--- src/rtl/z80_sound_io.sv ---
// Z80-side I/O decoder for the NeoGeo sound subsystem: command latch strobes,
// command NMI, ROM bank registers and YM2610 chip select.
module z80_sound_io #(
   parameter logic [7:0] BANK0_RST = 8'h02,
   parameter logic [7:0] BANK1_RST = 8'h06,
   parameter logic [7:0] BANK2_RST = 8'h0E,
   parameter logic [7:0] BANK3_RST = 8'h1E
) (
   input  logic        CLK,
   input  logic        RESET,
   input  logic [15:0] Z80_ADDR,
   input  logic        nIORQ,
   input  logic        nRD,
   input  logic        nWR,
   input  logic        nM1,
   input  logic [7:0]  Z80_DIN,
   output logic [7:0]  Z80_DOUT,
   output logic        Z80_DOE,
   input  logic [7:0]  SDD_RD,
   output logic [7:0]  SDD_WR,
   output logic        nSDZ80R,
   output logic        nSDZ80W,
   output logic        nSDZ80CLR,
   input  logic        nSDW,
   output logic        nNMI,
   output logic        nYMCS,
   output logic [7:0]  BANK0,
   output logic [7:0]  BANK1,
   output logic [7:0]  BANK2,
   output logic [7:0]  BANK3
);

   localparam logic [2:0] P_CMD    = 3'b000;
   localparam logic [2:0] P_YM     = 3'b001;
   localparam logic [2:0] P_BNK    = 3'b010;
   localparam logic [2:0] P_REP    = 3'b011;
   localparam logic [2:0] P_NMIOFF = 3'b110;

   // HOLD marks an access already under way when reset released; it is ignored.
   typedef enum logic [1:0] {
      IDLE   = 2'd0,
      START  = 2'd1,
      ACTIVE = 2'd2,
      HOLD   = 2'd3
   } acc_state_t;

   acc_state_t rd_state, rd_next, wr_state, wr_next;

   logic       io_rd, io_wr;
   logic [2:0] port;
   logic       rd_start, wr_start, rd_live, wr_live;
   logic       nsdw_d, nsdw_fall;
   logic       nmi_pending, nmi_en;
   logic       unused_bits;

   assign io_rd       = ~nIORQ & ~nRD & nM1;
   assign io_wr       = ~nIORQ & ~nWR & nM1;
   assign port        = Z80_ADDR[4:2];
   assign unused_bits = &{1'b0, Z80_ADDR[7:5]};

   assign rd_start  = (rd_next == START);
   assign wr_start  = (wr_next == START);
   assign rd_live   = (rd_next == START) || (rd_next == ACTIVE);
   assign wr_live   = (wr_next == START) || (wr_next == ACTIVE);
   assign nsdw_fall = nsdw_d & ~nSDW;

   always_comb begin
      rd_next = IDLE;
      if (io_rd) begin
         case (rd_state)
            IDLE:          rd_next = START;
            START, ACTIVE: rd_next = ACTIVE;
            HOLD:          rd_next = HOLD;
            default:       rd_next = IDLE;
         endcase
      end else begin
         rd_next = IDLE;
      end
   end

   always_comb begin
      wr_next = IDLE;
      if (io_wr) begin
         case (wr_state)
            IDLE:          wr_next = START;
            START, ACTIVE: wr_next = ACTIVE;
            HOLD:          wr_next = HOLD;
            default:       wr_next = IDLE;
         endcase
      end else begin
         wr_next = IDLE;
      end
   end

   always_ff @(posedge CLK) begin
      if (RESET) begin
         rd_state <= io_rd ? HOLD : IDLE;
         wr_state <= io_wr ? HOLD : IDLE;
         nsdw_d   <= nSDW;
      end else begin
         rd_state <= rd_next;
         wr_state <= wr_next;
         nsdw_d   <= nSDW;
      end
   end

   always_ff @(posedge CLK) begin
      if (RESET) begin
         nSDZ80R   <= 1'b1;
         nSDZ80W   <= 1'b1;
         nSDZ80CLR <= 1'b1;
         SDD_WR    <= 8'h00;
      end else begin
         nSDZ80R   <= ~(rd_live && (port == P_CMD));
         nSDZ80W   <= ~(wr_live && (port == P_REP));
         nSDZ80CLR <= ~(wr_live && (port == P_CMD));
         // Follows the bus for the whole write so the latch sees the final byte.
         if (wr_live && (port == P_REP)) begin
            SDD_WR <= Z80_DIN;
         end
      end
   end

   always_ff @(posedge CLK) begin
      if (RESET) begin
         BANK0 <= BANK0_RST;
         BANK1 <= BANK1_RST;
         BANK2 <= BANK2_RST;
         BANK3 <= BANK3_RST;
      end else if (rd_start && (port == P_BNK)) begin
         case (Z80_ADDR[1:0])
            2'd0:    BANK0 <= Z80_ADDR[15:8];
            2'd1:    BANK1 <= Z80_ADDR[15:8];
            2'd2:    BANK2 <= Z80_ADDR[15:8];
            2'd3:    BANK3 <= Z80_ADDR[15:8];
            default: BANK0 <= BANK0;
         endcase
      end
   end

   // A new command (set) takes priority over the Z80 reading the previous one.
   always_ff @(posedge CLK) begin
      if (RESET) begin
         nmi_pending <= 1'b0;
         nmi_en      <= 1'b0;
         nNMI        <= 1'b1;
      end else begin
         if (nsdw_fall) begin
            nmi_pending <= 1'b1;
         end else if (rd_start && (port == P_CMD)) begin
            nmi_pending <= 1'b0;
         end
         if (wr_start && (port == P_BNK)) begin
            nmi_en <= 1'b1;
         end else if (wr_start && (port == P_NMIOFF)) begin
            nmi_en <= 1'b0;
         end
         nNMI <= ~(nmi_pending & nmi_en);
      end
   end

   always_comb begin
      Z80_DOUT = 8'hFF;
      Z80_DOE  = 1'b0;
      if (io_rd && (port == P_CMD) && !RESET) begin
         Z80_DOUT = SDD_RD;
         Z80_DOE  = 1'b1;
      end
   end

   assign nYMCS = ~((io_rd | io_wr) && (port == P_YM));

endmodule

--- config.mk ---
export PLATFORM = sky130hd
export DESIGN_NAME = z80_sound_io
export DESIGN_NICKNAME = d
export VERILOG_FILES = /design/src/rtl/z80_sound_io.sv
export SDC_FILE = /design/constraint.sdc
export NUM_CORES = 1
export LEC_CHECK = 0
export CORE_ASPECT_RATIO = 1.25
export CORE_UTILIZATION = 28
export DETAILED_ROUTE_END_ITERATION = 10
export GPL_TIMING_DRIVEN = 0
export PLACE_DENSITY = 0.64
export SLEW_MARGIN = 20
export SYNTH_ARGS = -nofsm -noshare
export SYNTH_HDL_FRONTEND = slang
export SYNTH_SLANG_ARGS = --single-unit
--- constraint.sdc ---
create_clock -name CLK -period 2.66 [get_ports CLK]
set_input_delay 0.798 -clock CLK [delete_from_list [all_inputs] [get_ports CLK]]
set_output_delay 0.798 -clock CLK [all_outputs]
set_load 0.1 [all_outputs]
==> metrics.txt <==
Netlist cell types 33; delay of the slowest critical-path stage 0.47 ns; Final Max Slew Viols 0; hold violation count in the final report 0; fmax 363 MHz; Buffers on Ports 88; worst slew pin tran 1.01 ns; worst-path cell chain buf_6 -> or3b_4 -> a2111o_2 -> buf_12; DPL Wire Length 3.87 mm; vias in the first global route 1768; Critical Path Sink Type output pin; Vert. Die Dim slightly below 100 um; RSZ-0062 raised after global routing true; TritonCTS Buffers 5; FF-to-FF path depth 8; Synth Register Bits 51; antenna violations before repair 0; hold_ws slightly above 0.4 ns; Final Setup Violations 9; H-tree depth 2; fin crit share 104%; Slew headroom 32.6%; layout cells sized above 1 approximately a fifth; Placer Congestion 0.674; Avg Vias per Cell 4.42; Ports slightly above 90; critical path required time 1.86 ns; clk root buf clkbuf_8; R2R Path Start wr_state[0]; Worst Setup Start Kind input port; hold path start nmi_en; Pre-antenna DRT Iters 3; CP arrival around 2.0 ns; CP startpoint nIORQ; wire length per cell 13.8 um; Die W 79.5 um; Yosys Warn Count 0; CTS tree done; sequential share of the synthesized area roughly half; Longest Clk Path Bufs 2; Crit Path Class in2out; outcome finished with violations; VDD IR max between 0.2 and 0.3 mV; area of the multi-input gates 0.00100 mm^2; Post-route DRC 0; Pleak ~0.0014 uW; number of DRC violations after detailed-routing iteration 0 53; Vias ~1.7k; final wirelength 5.44 mm; worst hold path type reg2reg; first-pass GRT wire length 8.62 mm; Post-Syn Area ~0.0021 mm^2; Clk Latency, worst-skew pair roughly 0.29 ns; Initial Util 29.6%; GRT Util Overall 14.2%; final worst setup slack -0.0946 ns; clock skew 0.00656 ns; PwrDens roughly 440 mW/mm^2; antenna cells 0; register area 0.00102 mm^2; slowest cell on the critical path a2111o_2; largest net degree at the start of global routing 16; CTS Sinks 51; commonest non-fill, non-tap cells in the layout 71 x clkdlybuf4s50_1, 51 x dfxtp_1, 40 x mux2i_1, 30 x nand2_1, 25 x nor2_1; hold_buf cts 0; maxcap violations 0; area grow syn2layout 61.2%; most common cell after layout, fill and taps aside clkdlybuf4s50_1; Mapped Cells 202; total grt overflow 0; fin nets 345; core area 0.00710 mm^2; die area slightly below 0.008 mm^2; antenna viol nets, final 0; # fillers 695; Post-Syn Area per Cell 10.4 um^2; R2R setup slack 0.70 ns; final worst path period need 2.75 ns; Overall Power 1480 uW; maximum fanout along the worst path 4; num rows 34; clk slew on worst S/H paths 0.09 ns; R2R Path End SDD_WR[3]; failing checks setup timing; Hold Path End nNMI; Net Count, Synth 244; hold depth 1
Yosys cell counts:
| cell type | count | share of area (%) |
|---|---|---|
| nand3_2 | 2 | 0.95 |
| and4bb_1 | 1 | 0.60 |
| dfxtp_1 | 51 | 49 |
| nor3_1 | 1 | 0.24 |
| nor2b_1 | 1 | 0.30 |
| a21oi_1 | 4 | 0.95 |
| buf_6 | 2 | 1.1 |
| or2_2 | 1 | 0.30 |
| buf_2 | 1 | 0.24 |
| nor4b_4 | 1 | 1.1 |
| nand4b_1 | 1 | 0.42 |
| ha_1 | 3 | 1.8 |
| or2_1 | 8 | 2.4 |
| nor3b_2 | 1 | 0.60 |
| mux2i_1 | 40 | 19 |
| nand2b_4 | 1 | 0.65 |
| or3b_1 | 1 | 0.42 |
| clkinv_1 | 1 | 0.18 |
| and3b_1 | 1 | 0.42 |
| nand2b_1 | 2 | 0.60 |
| a2111o_1 | 1 | 0.54 |
| xor2_1 | 1 | 0.42 |
| a211oi_1 | 1 | 0.36 |
| and4bb_2 | 3 | 1.8 |
| nor4_2 | 1 | 0.60 |
| o21a_1 | 1 | 0.36 |
| clkbuf_1 | 1 | 0.18 |
| a21boi_0 | 1 | 0.36 |
| nand2_1 | 31 | 5.5 |
| inv_1 | 6 | 1.1 |
| clkbuf_8 | 5 | 3.3 |
| nor2_1 | 25 | 4.5 |
| nand3_1 | 1 | 0.24 |
registers in the layout (all words and copies together), names as in the netlist, 2 cells and up:
register,cells
BANK1,8
SDD_WR,8
BANK2,8
BANK0,8
rd_state,2
wr_state,2
BANK3,8
where the power goes:
group	internal (uW)	switching, uW	leakage (uW)
Sequential	769	2.56	0.000413
Clock	305	245	0.0000612
Combinational	81.9	80.5	0.000959
metal layers:
metal	track usage, %	part of all wire (%)
met2	26.0	51
met5	0	0
met3	3.70	6.2
met4	3.92	0.59
met1	16.0	42
per-stage QoR:
stage / util (%) / TNS, ns / setup WS [ns] / cell area [um^2] / instances
floorplan: - / -0.187 / -0.0436 / 2110 / 202
global placement: 43.7 / -15.74 / -1.43 / 3110 / 380
CTS: 47.5 / -0.388 / -0.0926 / 3370 / 394
global route: 47.7 / -0.816 / -0.119 / 3390 / 394
detailed placement: 43.7 / -16.15 / -1.46 / 3110 / 380
finish: 47.7 / -0.424 / -0.0946 / 3390 / 394
repair_timing:
action	4_1_cts	5_1_grt
gates cloned	1	0
resized for setup	125	8
hold endpoints to repair	0	0
buffers inserted	5	0
endpoints found under the setup margin	10	10
pin swaps	5	2
worst max path at each step:
| stage | depth (start not counted) | endpoint |
|---|---|---|
| floorplan | 2 | nYMCS |
| global placement | 5 | Z80_DOUT[0] |
| detailed placement | 5 | Z80_DOUT[0] |
| CTS | 4 | nYMCS |
| global route | 6 | Z80_DOUT[4] |
| finish | 4 | nYMCS |
logic make-up after synthesis:
logic type | count (synthesis) | share of synthesized area, %
AO/OA/AOI/OAI | 8 | 2.56
XOR/XNOR | 1 | 0.417
adder cells (fa/ha/maj) | 3 | 1.79
buffers and inverters | 16 | 6.01
flip-flops | 51 | 48.6
multiplexers | 40 | 19.0
AND/OR/NAND/NOR | 83 | 21.6
final cells by class:
class                      instances  share of cell area [%]
multi-input combinational        136                    29.6
clock inverter                     2                    1.03
buffer                             9                    2.95
inverter                           7                   0.886
tap                               90                    3.32
timing repair buffer              93                    29.6
sequential                        51                    30.1
clock buffer                       6                    2.44
critical path, delay by kind of cell:
family                 cells  cell delay (ns)
buffers and inverters      2             0.27
and+or+nand+nor            1             0.41
AOI/OAI and AO/OA          1             0.47
No activity file was read; power rests on OpenSTA's default activity.
